$ cat src/rtl/burst_rd_dma.sv
// burst_rd_dma: Avalon-MM burst read master feeding the capture FIFO.
// Reads [pkt_begin, pkt_end) in bursts of at most MAX_BURST beats.
module burst_rd_dma #(
  parameter int ADDR_W    = 32,
  parameter int DATA_W    = 32,
  parameter int MAX_BURST = 16,
  parameter int BCNT_W    = 16,
  parameter int SPACE_W   = 10
) (
  input  logic              i_clk,
  input  logic              i_reset,
  input  logic              i_start,
  input  logic [ADDR_W-1:0] i_pkt_begin,
  input  logic [ADDR_W-1:0] i_pkt_end,
  input  logic [SPACE_W-1:0] i_fifo_space,
  output logic              o_busy,
  output logic              o_done,
  output logic              o_err,
  output logic [ADDR_W-1:0] o_beats_xfer,
  output logic [DATA_W-1:0] o_fifo_in,
  output logic              o_wr_to_fifo,
  output logic [ADDR_W-1:0] o_address,
  output logic              o_read,
  output logic [BCNT_W-1:0] o_burstcount,
  input  logic [DATA_W-1:0] i_readdata,
  input  logic              i_readdatavalid,
  input  logic              i_waitrequest
);

  localparam int BYTES = DATA_W / 8;
  localparam int LB    = $clog2(BYTES);
  localparam int CW    = (ADDR_W > SPACE_W) ? ADDR_W : SPACE_W;
  localparam logic [ADDR_W-1:0] AMASK = ADDR_W'(BYTES - 1);
  localparam logic [ADDR_W-1:0] MAXB  = ADDR_W'(MAX_BURST);

  typedef enum logic [2:0] {
    S_IDLE,
    S_CHECK,
    S_ISSUE,
    S_DATA,
    S_DONE,
    S_ERR
  } state_t;

  state_t              r_state;
  logic [ADDR_W-1:0]   r_begin;
  logic [ADDR_W-1:0]   r_end;
  logic [ADDR_W-1:0]   r_addr;
  logic [ADDR_W-1:0]   r_rem;
  logic [BCNT_W-1:0]   r_cnt;
  logic                r_busy;
  logic                r_done;
  logic                r_err;
  logic [ADDR_W-1:0]   r_beats;
  logic [DATA_W-1:0]   r_fifo_in;
  logic                r_wr;
  logic [ADDR_W-1:0]   r_address;
  logic                r_read;
  logic [BCNT_W-1:0]   r_burstcount;

  logic [ADDR_W-1:0]   w_blen;
  logic [ADDR_W-1:0]   w_words;
  logic                w_bad;
  logic                w_space_ok;

  assign w_blen     = (r_rem > MAXB) ? MAXB : r_rem;
  assign w_words    = (r_end - r_begin) >> LB;
  assign w_space_ok = CW'(i_fifo_space) >= CW'(w_blen);
  assign w_bad      = (r_end <= r_begin)
                    | (|(r_begin & AMASK))
                    | (|(r_end & AMASK));

  // Job sequencer: validate region, issue bursts, forward beats
  always_ff @(posedge i_clk) begin
    if (i_reset) begin
      r_state      <= S_IDLE;
      r_begin      <= '0;
      r_end        <= '0;
      r_addr       <= '0;
      r_rem        <= '0;
      r_cnt        <= '0;
      r_busy       <= 1'b0;
      r_done       <= 1'b0;
      r_err        <= 1'b0;
      r_beats      <= '0;
      r_fifo_in    <= '0;
      r_wr         <= 1'b0;
      r_address    <= '0;
      r_read       <= 1'b0;
      r_burstcount <= '0;
    end else begin
      r_done <= 1'b0;
      r_err  <= 1'b0;
      r_wr   <= 1'b0;
      unique case (r_state)
        S_IDLE: begin
          if (i_start) begin
            r_begin <= i_pkt_begin;
            r_end   <= i_pkt_end;
            r_beats <= '0;
            r_busy  <= 1'b1;
            r_state <= S_CHECK;
          end
        end
        S_CHECK: begin
          if (w_bad) begin
            r_err   <= 1'b1;
            r_busy  <= 1'b0;
            r_state <= S_ERR;
          end else begin
            r_rem   <= w_words;
            r_addr  <= r_begin;
            r_state <= S_ISSUE;
          end
        end
        S_ISSUE: begin
          if (r_read) begin
            if (!i_waitrequest) begin
              r_read  <= 1'b0;
              r_addr  <= r_addr + (w_blen << LB);
              r_rem   <= r_rem - w_blen;
              r_cnt   <= BCNT_W'(w_blen);
              r_state <= S_DATA;
            end
          end else if (w_space_ok) begin
            r_read       <= 1'b1;
            r_address    <= r_addr;
            r_burstcount <= BCNT_W'(w_blen);
          end
        end
        S_DATA: begin
          if (i_readdatavalid) begin
            r_fifo_in <= i_readdata;
            r_wr      <= 1'b1;
            r_beats   <= r_beats + ADDR_W'(1);
            r_cnt     <= r_cnt - BCNT_W'(1);
            if (r_cnt == BCNT_W'(1)) begin
              r_state <= (r_rem == '0) ? S_DONE : S_ISSUE;
            end
          end
        end
        S_DONE: begin
          r_done  <= 1'b1;
          r_busy  <= 1'b0;
          r_state <= S_IDLE;
        end
        S_ERR: begin
          r_state <= S_IDLE;
        end
        default: begin
          r_state <= S_IDLE;
        end
      endcase
    end
  end

  assign o_busy       = r_busy;
  assign o_done       = r_done;
  assign o_err        = r_err;
  assign o_beats_xfer = r_beats;
  assign o_fifo_in    = r_fifo_in;
  assign o_wr_to_fifo = r_wr;
  assign o_address    = r_address;
  assign o_read       = r_read;
  assign o_burstcount = r_burstcount;

endmodule

$ cat config.mk
export PLATFORM = sky130hd
export DESIGN_NAME = burst_rd_dma
export DESIGN_NICKNAME = d
export VERILOG_FILES = /design/src/rtl/burst_rd_dma.sv
export SDC_FILE = /design/constraint.sdc
export NUM_CORES = 1
export LEC_CHECK = 0
export ABC_AREA = 1
export BUFFER_PORTS_ARGS = -buffer_cell sky130_fd_sc_hd__buf_2
export CAP_MARGIN = 5
export CORE_MARGIN = 3
export CORE_UTILIZATION = 46
export CTS_CLUSTER_SIZE = 40
export DETAILED_ROUTE_END_ITERATION = 8
export GPL_TIMING_DRIVEN = 0
export PLACE_DENSITY = 0.67
export SLEW_MARGIN = 5
export SYNTH_ARGS = -nofsm -noshare
export SYNTH_HDL_FRONTEND = slang
export SYNTH_SLANG_ARGS = --single-unit
$ cat constraint.sdc
create_clock -name i_clk -period 3.7 [get_ports i_clk]
set_input_delay 1.11 -clock i_clk [delete_from_list [all_inputs] [get_ports i_clk]]
set_output_delay 1.11 -clock i_clk [all_outputs]
set_load 0.05 [all_outputs]
# Word-level counts from Yosys, hierarchy flattened
# Index checks and enable logic that the tools add are counted.
# op_classes
reduce_logical,18
n_mux,33
n_addsub,5
n_eq_ne,12
bitwise,5
n_lt_le_gt_ge,3
# ops
cell,count
$mux W32,9
$pmux W32 S2,3
$sub A32 B32 Y32,2
$mux W16,3
$add A32 B1 Y32 const B,1
$add A32 B32 Y32,1
$ge A10 B32 Y1,1
$gt A32 B5 Y1 const B,1
$le A32 B32 Y1,1
$logic_not A32 Y1,1
$pmux W16 S2,1
$mux W3,7
$eq A16 B1 Y1 const B,1
$sub A16 B1 Y16 const B,1
$ne A2 B2 Y1 const B,7
$pmux W3 S4,1
$reduce_and A3 Y1,3
$mux W1,8
$reduce_and A4 Y1,2
$reduce_or A2 Y1,4
$eq A3 B2 Y1 const B,2
$reduce_bool A2 Y1,3
$reduce_and A5 Y1,1
$reduce_and A2 Y1,2
7 further kinds,10
# word_totals
regBits,264
input_bits,111
elab_cells,91
output_inout_bits,117

# Depth between registers and ports, before layout
# Gate-level depths: netlist of the first run.
# logic_depth
ltp_word,6
ltp_mapped,22
ltp_nobuf,22

# Worst setup path before layout of the first run
# No wires, ideal clock.
# synth_timing
path_kind,reg2reg
startpoint,reg r_rem[23]
endpoint,"reg r_burstcount[4], in the netlist o_burstcount[4]"
required_time_ns,3.630
path_slack_ns,0.901
path_buffers,1
setup_time_ns,0.070
t_arrival_ns,2.729
stages_incl_launch_ff,19
cell_sequence,dfxtp_1 -> nor2_1 -> nand2_1 -> nor2_1 -> nand2_1 -> nor2_1 -> nand2_1 -> nor2_1 -> inv_1 -> ha_1 -> a21oi_1 -> o21ai_0 -> a21oi_1 -> o21ai_0 -> nand2_1 -> inv_2 -> clkbuf_1 -> o21ai_1 -> a21oi_1
# synth_between
elab_chain_len,4
# synth_lines
element,line,source
"start, declared",49,logic [ADDR_W-1:0] r_rem;
"start signal, assigned",111,r_rem <= w_words;
"start signal, assigned",121,r_rem <= r_rem - w_blen;
$gt A32 B5 Y1,66,assign w_blen = (r_rem > MAXB) ? MAXB : r_rem;
$mux W32,66,
net w_blen[1],61,logic [ADDR_W-1:0] w_blen;
$ge A10 B32 Y1,68,assign w_space_ok = CW'(i_fifo_space) >= CW'(w_blen);
$reduce_and A3 Y1 (no source line),--,
"end signal, assigned",128,r_burstcount <= BCNT_W'(w_blen);
"end, declared",59,logic [BCNT_W-1:0] r_burstcount;
# The timed path passes the listed nets, and every way through them passes these cells.
# A chain may end at the register's enable or synchronous reset.

# Worst setup path after layout of the first run
# layout_timing
startpoint,reg r_rem[23]
endpoint,reg r_addr[26]
# layout_between
elab_chain_len,6
# layout_lines
element,line,source
$gt A32 B5 Y1,66,
$mux W32,66,
net w_blen[0],61,
$add A32 B32 Y32,120,r_addr <= r_addr + (w_blen << LB);
$mux W32,118,if (!i_waitrequest) begin
$mux W32,117,if (r_read) begin
$pmux W32 S2,95,unique case (r_state)
"end signal, assigned",112,r_addr <= r_begin;
"end signal, assigned",120,
"end, declared",48,logic [ADDR_W-1:0] r_addr;
# The timed path passes the listed nets, and every way through them passes these cells. The select of a mux whose other input is x is not followed.

==> results.md, run 1 <==
- The run finished with clean final reports.
- For the final database, setup skew stands at 0.0109 ns.
- The congestion estimate from routability-driven global placement came to 0.943.
- The floorplan step set the die height to 188 microns.
- The total congestion overflow is 0.
- The number of failing hold endpoints at the final stage came to 0.
- The maximum cell stage delay along the critical path is 0.35 ns.
- The total of flip-flops plus latches after synthesis is 264.
- The final-report setup violation count is 0.
- The detail route stage leaves a number of antenna-violating nets equal to 0.
- The post-synthesis sequential area ratio is 0.346.
- The average size of a mapped cell is 6.46 sq um.
- The classification of the worst-slack hold path is reg -> reg.
- The count of flip-flops with a built-in enable after synthesis is 0.
- In the finished design, the share of the clock period the worst path needs comes to 0.952.
- The setup check on the worst reg-to-reg path leaves a slack of 0.18 ns.
- The worst setup path is of the reg -> reg kind.
- The number of global-route vias before repair is 15500.
- The detailed placer's ending HPWL is 42800 microns.
- The post-synthesis instance total is 2366.
- Clock-pin slew was measured on the worst setup and hold paths at 0.06 ns.
- The clock network latency to the later pin of the worst-skew pair is 0.59 ns.
- STA classifies the critical path endpoint as a register.
- The share of the synthesized area in the top cell type is 0.346.
- TritonCTS built the clock tree.
- The max capacitance violation total is 0.
- Counting I/O delays and the setup requirement, the final critical path takes 3.52 ns.
- Counting stages on the worst path, the most repeated cell is nand2_1.
- The register area is 5290 sq um.
- The tree is rooted in a clkbuf_16.
- In this run the horizontal extent of the chip is 188 microns.
- The count of yosys warnings during synthesis is 0.
- The total of fill cells in the finished design is 3331.
- The maximum count of clock buffers along a single path is 3.
- After detailed routing, the number of remaining DRC violations is 0.
- The first-pass detailed-route iteration total is 5.
- In this run the static leakage power is 0.00852 uW.
- The first global-routing pass estimated 82400 microns of wire.
- The critical path required time is 4.15 ns.
- The area growth from synthesis to layout is 19.5%.
- The routed design has 53700 microns of wire.
- The worst slack at placement is -0.444 ns.
- The largest individual stage delay along the critical path comes from the cell dfxtp_1.
- In the routed layout, each cell is associated on average with a via count of 5.41.
- The launching element type of the critical path is a register.
- The initial antenna violation count is 3.
- For the worst setup path, the data arrival time is 3.98 ns.
- Yosys mapped the design onto 49 distinct sky130hd cell types.
- For this run, the total global-route usage over all layers was measured as 0.290.
- The proportion of layout cells with a drive suffix above 1 is 0.126.
- The critical path goes through nor2_1 -> nand2_1 -> nor2_1 -> nand2_1 -> nor2_1 -> nand2_4 -> nor2_4 -> ha_1 -> fa_2 -> nand3_1 -> nand2_1 -> nand3_1 -> nand2_2 -> nand3_1 -> nand2_1 -> nand2_1 -> nand3_1 -> nand2_1 -> nand3_1 -> o21ai_0 -> nand2_1 -> a21oi_1.
- In this run, the number of DRC markers left after iteration 0 of detailed routing was 1341.
- Entering global routing, the biggest net connects 16 pins.
- The buffers plus inverters on the worst setup path is 0.
- Power spread over the standard cell area amounts to 911 nW/um^2.
- In the post-synthesis netlist, the biggest area contributors are dfxtp_1 (35%), nand2_1 (11%), nor2_1 (9.9%), a21oi_1 (9.0%), o21ai_0 (8.7%).
- The initial core utilization is 0.469.
- 228 I/O pins were placed.
- The net count reported at finish is 2842.
- The placeable core region is 32600 sq um.
- On the critical path the largest part of the delay comes from simple AND/OR/NAND/NOR gates.
- The total negative slack for setup checks is 0 ns.
- CTS built an H-tree with a depth of 1.
- For the pin with the worst max-slew slack, the measured transition is 0.864 ns.
- The maximum vdd drop is 0.616 mV.
- The maximum clock frequency is 284 MHz.
- The share of flip-flops with an asynchronous set or reset after synthesis is 0.
- The per-cell routed wire length is 17.2 microns.
- The TritonCTS sink count is 264.
- The full die area is 35500 sq um.
- The minimum setup slack in the final design is 0.176 ns.
- The post-synthesis instance area is 15300 sq um.
- During placement, the flow inserted port buffers numbering 227.
- Of all nets on the critical path, the largest fanout is 8.
- The prevailing post-synth register cell is dfxtp_1.
- The synthesized design spends more area on one cell type than any other, namely dfxtp_1.
- The worst slew margin relative to its limit is 0.424.
- The worst hold slack after final layout is 0.438 ns.
- The total via count after detailed routing is 16900.
- TritonCTS created 30 clock buffers.
- The number of max-slew violations in the final report was 0.
- Buffers inserted to repair hold after CTS numbered 0.
- The number of rows created at floorplan is 66.
- The multi-input combinational cell area is 8890 sq um.
==> logic make-up after synthesis <==
kind of cell	count (synthesis)	share of synthesized area
XOR/XNOR	20	0.0115
other	2	0.000491
AND/OR/NAND/NOR	1061	0.287
adder cells (fa/ha/maj)	76	0.0627
AO/OA/AOI/OAI	612	0.209
flip-flops	264	0.346
buffers and inverters	331	0.0838
==> state kept, by name, indices dropped and copies added (netlist names) <==
signal	cells
o_busy	1
o_done	1
o_wr_to_fifo	1
o_burstcount	16
o_read	1
r_state	3
r_addr	32
r_rem	32
o_beats_xfer	32
r_cnt	16
o_err	1
o_fifo_in	32
o_address	32
r_begin	32
r_end	32
==> report_power, final <==
part | total, uW | leakage (uW) | switching [uW] | internal [uW]
combinational | 9660 | 0.00583 | 6750 | 2910
sequential | 3730 | 0.00214 | 388 | 3350
clock | 3260 | 0.000539 | 1260 | 1990
total | 16600 | 0.00852 | 8400 | 8250
==> Yosys cell counts (2+ instances only) <==
cell,count
nor3_2,3
conb_1,2
xnor2_1,5
a31oi_1,3
a221oi_1,3
xor2_1,15
buf_6,3
buf_2,7
clkbuf_1,69
nand2_1,430
nand3b_1,6
dfxtp_1,264
inv_2,10
and2_1,3
nand3_1,116
nor3_1,39
a21o_1,10
clkinv_1,7
o21a_1,6
o311ai_0,2
buf_4,2
inv_1,230
nor2_1,405
o22ai_1,7
buf_1,3
o21bai_1,5
o21ai_1,19
nand2_2,2
nand4_1,33
nor2_2,4
a21oi_1,275
a211oi_1,4
a21boi_0,5
nor4_1,10
o21ai_0,265
ha_1,75
nand3_2,2
or2_2,4
o211ai_1,3
==> per-layer routing <==
metal	global-route usage	routed length, microns	vias up
met5	0	16	-
met4	0.0948	2010	4
met3	0.0400	3540	105
met2	0.486	24600	570
met1	0.386	23600	7821
li1	-	-	8382
==> metrics by stage <==
stage / area [sq um] / total power (uW) / util / std cells
floorplan: 15400 / 10300 / - / 2394
global placement: 17100 / 12800 / 0.524 / 3063
detailed placement: 17100 / 12900 / 0.524 / 3063
CTS: 18200 / 16300 / 0.558 / 3119
global route: 18300 / 18000 / 0.560 / 3122
finish: 18300 / 16600 / 0.560 / 3122
==> layout make-up <==
| type | count | share of cell area |
|---|---|---|
| clock inverter | 16 | 0.0123 |
| inverter | 247 | 0.0508 |
| clock buffer | 40 | 0.0475 |
| multi-input combinational | 1799 | 0.487 |
| tap | 442 | 0.0303 |
| timing repair buffer | 229 | 0.0630 |
| sequential | 264 | 0.289 |
| buffer | 84 | 0.0199 |
| antenna | 1 | 0.000137 |
==> final timing paths <==
| check | from | to | cells after the start |
|---|---|---|---|
| max | r_rem[23] | r_addr[26] | 22 |
| min | o_burstcount[9] | o_burstcount[9] | 2 |
| max reg2reg | r_rem[23] | r_addr[26] | 22 |
| min reg2reg | o_burstcount[9] | o_burstcount[9] | 2 |
==> worst reg2reg max path, cell delays in order, from the launching register on <==
cell	delay, ns
dfxtp_1	0.35
nor2_1	0.16
nand2_1	0.16
nor2_1	0.17
nand2_1	0.06
nor2_1	0.24
nand2_4	0.19
nor2_4	0.21
ha_1	0.23
fa_2	0.27
nand3_1	0.09
nand2_1	0.17
nand3_1	0.11
nand2_2	0.14
nand3_1	0.09
nand2_1	0.16
nand2_1	0.09
nand3_1	0.08
nand2_1	0.05
nand3_1	0.12
o21ai_0	0.11
nand2_1	0.08
a21oi_1	0.05
==> timing repair <==
| action | in CTS | in global routing |
|---|---|---|
| gates resized for setup | 14 | 16 |
| setup endpoints to repair | 63 | 69 |
| pin swaps | 0 | 1 |
| hold endpoints to repair | 0 | 0 |
| setup buffers | 0 | 2 |
==> cells in the final DEF (no fill, tap or decap), types with 8 or more instances in the layout <==
master / synthesis / layout
nand4_1: 33 / 33
clkbuf_8: 0 / 8
clkbuf_1: 69 / 66
a21oi_1: 275 / 274
nor4_1: 10 / 10
dfxtp_1: 264 / 264
nor2_1: 405 / 401
nand3_1: 116 / 116
nand2_1: 430 / 427
conb_1: 2 / 30
buf_2: 7 / 235
xor2_1: 15 / 15
o21ai_1: 19 / 22
clkbuf_16: 0 / 30
inv_2: 10 / 10
nor3_1: 39 / 38
inv_1: 230 / 230
a21o_1: 10 / 10
o21ai_0: 265 / 261
ha_1: 75 / 75
No activity file was read; power rests on OpenSTA's default activity.
==> run 2, diff against run 1 <==
--- a/config.mk
+++ b/config.mk
@@ -8,12 +8,14 @@
 export ABC_AREA = 1
 export BUFFER_PORTS_ARGS = -buffer_cell sky130_fd_sc_hd__buf_2
 export CAP_MARGIN = 5
+export CELL_PAD_IN_SITES_DETAIL_PLACEMENT = 1
+export CELL_PAD_IN_SITES_GLOBAL_PLACEMENT = 2
 export CORE_MARGIN = 3
-export CORE_UTILIZATION = 46
+export CORE_UTILIZATION = 31
 export CTS_CLUSTER_SIZE = 40
 export DETAILED_ROUTE_END_ITERATION = 8
 export GPL_TIMING_DRIVEN = 0
-export PLACE_DENSITY = 0.67
+export PLACE_DENSITY_LB_ADDON = 0.1
 export SLEW_MARGIN = 5
 export SYNTH_ARGS = -nofsm -noshare
 export SYNTH_HDL_FRONTEND = slang
==> run 2 against run 1 <==
  * Worst setup slack improved by 0.041 ns
  * Via count increased by 0.27%
  * Sequential share of layout area decreased by 0.83 points
  * Largest power group unchanged
  * Core utilization decreased by 17 points
  * Sequential power increased by 1%
  * First-iteration DRC count decreased by 45%
  * Cell area increased by 3.0%
  * Critical path depth decreased by 4
  * Flip-flop and latch count unchanged
  * Register-to-register slack improved by 0.04 ns
  * Fmax increased by 1.2%
==> results.md, run 2 (synthesis results as in run 1) <==
- The first-pass detailed-route iteration total was 5 (unchanged).
- The number of nets still failing antenna checks after routing was 0 (unchanged).
- The port buffer count is 227 (unchanged).
- The detailed placer's ending HPWL came to 53900 microns (was 42800 microns).
- The routed via count divided by cell count is 5.06 (was 5.41).
- The launching instance or port of the critical path was r_rem[13] (was r_rem[23]).
- The proportion of layout cells with a drive suffix above 1 is 0.134 (was 0.126).
- The critical path required time came to 4.12 ns (was 4.15 ns).
- The beginning of the worst register-to-register path was r_rem[13] (was r_rem[23]).
- The initial core utilization was 0.317 (was 0.469).
- The per-cell routed wire length was 19.8 microns (was 17.2 microns).
- Most frequent cells in the layout: nand2_1 (426), nor2_1 (399), a21oi_1 (273) (was nand2_1 (427), nor2_1 (401), a21oi_1 (274)).
- The area growth from synthesis to layout is 23.0% (was 19.5%).
- The floorplan die height is 228 microns (was 188 microns).
- The post-placement cell area is 17400 sq um (was 17100 sq um).
- The global placer's final weighted congestion is 0.908 (was 0.943).
- List of cells traversed by the critical path: nor2_1 -> nand2_1 -> nor2_1 -> inv_1 -> nor2_2 -> nand2_4 -> nor2_4 -> ha_1 -> or2_2 -> and2_1 -> a21oi_1 -> inv_1 -> nand2_1 -> nand3b_1 -> nand3_1 -> o21ai_0 -> nand2_1 -> a21oi_1 (was nor2_1 -> nand2_1 -> nor2_1 -> nand2_1 -> nor2_1 -> nand2_4 -> nor2_4 -> ha_1 -> fa_2 -> nand3_1 -> nand2_1 -> nand3_1 -> nand2_2 -> nand3_1 -> nand2_1 -> nand2_1 -> nand3_1 -> nand2_1 -> nand3_1 -> o21ai_0 -> nand2_1 -> a21oi_1).
- The clock network latency to the later pin of the worst-skew pair was 0.57 ns (was 0.59 ns).
- The data arrival at the endpoint of the critical path is 3.90 ns (was 3.98 ns).
- The largest fanout on the critical path is 8 (unchanged).
- The TritonCTS sink count is 264 (unchanged).
- The terminus of the critical flop-to-flop path is r_addr[25] (was r_addr[26]).
- The number of top-level pins is 228 (unchanged).
- The worst-path cell with the longest stage delay is dfxtp_1 (unchanged).
- The final period demand of the worst path was 3.48 ns (was 3.52 ns).
- The maximum cell stage delay along the critical path was 0.35 ns (about the same).
- The worst-case reg-to-reg path depth is 18 (was 22).
- The initial antenna violation count is 4 (was 3).
- The post-route core utilization is 0.390 (was 0.560).
- The final setup skew is 0.0354 ns (was 0.0109 ns).
- The number of max-slew violations in the final report is 0 (unchanged).
- The worst slew margin relative to its limit is 0.389 (was 0.424).
- The largest net degree at the start of global routing is 13 (was 16).
- The net count reported at finish is 2848 (was 2842).
- The most common cell after layout, fill and taps aside is nand2_1 (unchanged).
- The reported leakage power was 0.00864 uW (was 0.00852 uW).
- The clock tree from TritonCTS is yes (unchanged).
- The maximum count of clock buffers along a single path is 3 (unchanged).
- The aggregate global-route resource usage is 0.248 (was 0.290).
- The maximum clock frequency was 287 MHz (was 284 MHz).
- The final-report setup violation count was 0 (unchanged).
- The clock slew seen by the registers of the worst setup and hold paths is 0.06 ns (about the same).
- The post-route cell area was 18800 sq um (was 18300 sq um).
- Outcome: complete, no violations (unchanged).
- The CTS H-tree depth is 2 (was 1).
- The clock tree root buffer cell is clkbuf_16 (unchanged).
- The minimum setup slack in the final design is 0.218 ns (was 0.176 ns).
- The total via count after detailed routing was 16900 (about the same).
- The cell seen most often among critical-path stages is nand2_1 (unchanged).
- The total congestion overflow is 0 (unchanged).
- The maximum vdd drop is 0.514 mV (was 0.616 mV).
- The number of rows created at floorplan is 80 (was 66).
- The number of buffers inserted during clock tree synthesis came to 35 (was 30).
- The full die area is 52000 sq um (was 35500 sq um).
- The number of global-route vias before repair was 17400 (was 15500).
- The total routed wirelength is 66200 microns (was 53700 microns).
- The classification of the worst-slack hold path is reg -> reg (unchanged).
- The slew at the pin closest to its max-slew limit was 0.917 ns (was 0.864 ns).
- The number of failing hold endpoints at the final stage is 0 (unchanged).
- The critical setup path kind was reg -> reg (unchanged).
- The nature of the critical path endpoint is a register (unchanged).
- The global-route wire length before repair was 101000 microns (was 82400 microns).
- The worst slack at placement came to -0.928 ns (was -0.444 ns).
- The register-to-register setup slack is 0.22 ns (was 0.18 ns).
- The placeable core region is 48200 sq um (was 32600 sq um).
- The total power divided by cell area was 943 nW/um^2 (was 911 nW/um^2).
- The initial DRC count is 731 (was 1341).
- The share of the clock period used by the worst path is 0.941 (was 0.952).
- The final routed DRC violation total is 0 (unchanged).
- The end point of the critical path is r_addr[25] (was r_addr[26]).
- The max capacitance violation total is 0 (unchanged).
- Setup repair after global routing left no endpoint under its margin.
- The launching element type of the critical path is a register (unchanged).
- The overall die width is 228 microns (was 188 microns).
[run 2: layer usage]
layer | track usage | wire length (microns) | up-vias
met5 | 0 | 7 | -
met4 | 0.0736 | 1770 | 2
met3 | 0.0351 | 2420 | 79
met2 | 0.433 | 31900 | 265
met1 | 0.317 | 30100 | 8166
li1 | - | - | 8416
[run 2: worst max-delay path: cells and delay by family (launching register included)]
family / cells / cell delay (ns)
fa+ha+maj: 1 / 0.32
flops: 1 / 0.35
simple gates: 12 / 2.00
buf+inv: 2 / 0.19
compound gates: 3 / 0.48
[run 2: worst min path at each step]
| stage | startpoint | end | slack (ns) | cells past startpoint |
|---|---|---|---|---|
| global route | o_burstcount[6] | o_burstcount[6] | 0.47 | 2 |
| global placement | r_addr[0] | r_addr[0] | 0.43 | 2 |
| finish | o_burstcount[13] | o_burstcount[13] | 0.44 | 2 |
| detailed placement | o_burstcount[13] | o_burstcount[13] | 0.43 | 2 |
| CTS | o_burstcount[13] | o_burstcount[13] | 0.44 | 2 |
| floorplan | r_addr[0] | r_addr[0] | 0.42 | 2 |
[run 2: final cells by class]
class                      instances  area, sq um
fill                            6389        29400
multi-input combinational       1799         8930
sequential                       264         5290
timing repair buffer             230         1160
clock buffer                      47         1010
inverter                         247          931
tap                              656          821
buffer                            84          380
clock inverter                    17          287
antenna                            2         5.00
[run 2: through the flow]
stage | TNS [ns] | total power [uW] | hold WS [ns] | instances
5_1_grt | 0 | 19200 | 0.467 | 3346
4_1_cts | 0 | 17600 | 0.439 | 3341
3_5_place_dp | -38.05 | 13500 | 0.429 | 3277
3_3_place_gp | -33.50 | 13300 | 0.426 | 3277
2_1_floorplan | 0 | 10300 | 0.416 | 2394
6_report | 0 | 17700 | 0.437 | 3346
[run 2: repair_timing]
item,4_1_cts,5_1_grt
buffers inserted,0,3
setup endpoints to repair,73,94
pin swaps,0,2
gates resized for setup,29,25
hold buffers,0,0
[run 2: where the power goes]
| group | leakage (uW) | internal, uW | switching, uW |
|---|---|---|---|
| logic | 0.00587 | 2950 | 7160 |
| registers | 0.00214 | 3350 | 422 |
| clock network | 0.000630 | 2420 | 1420 |
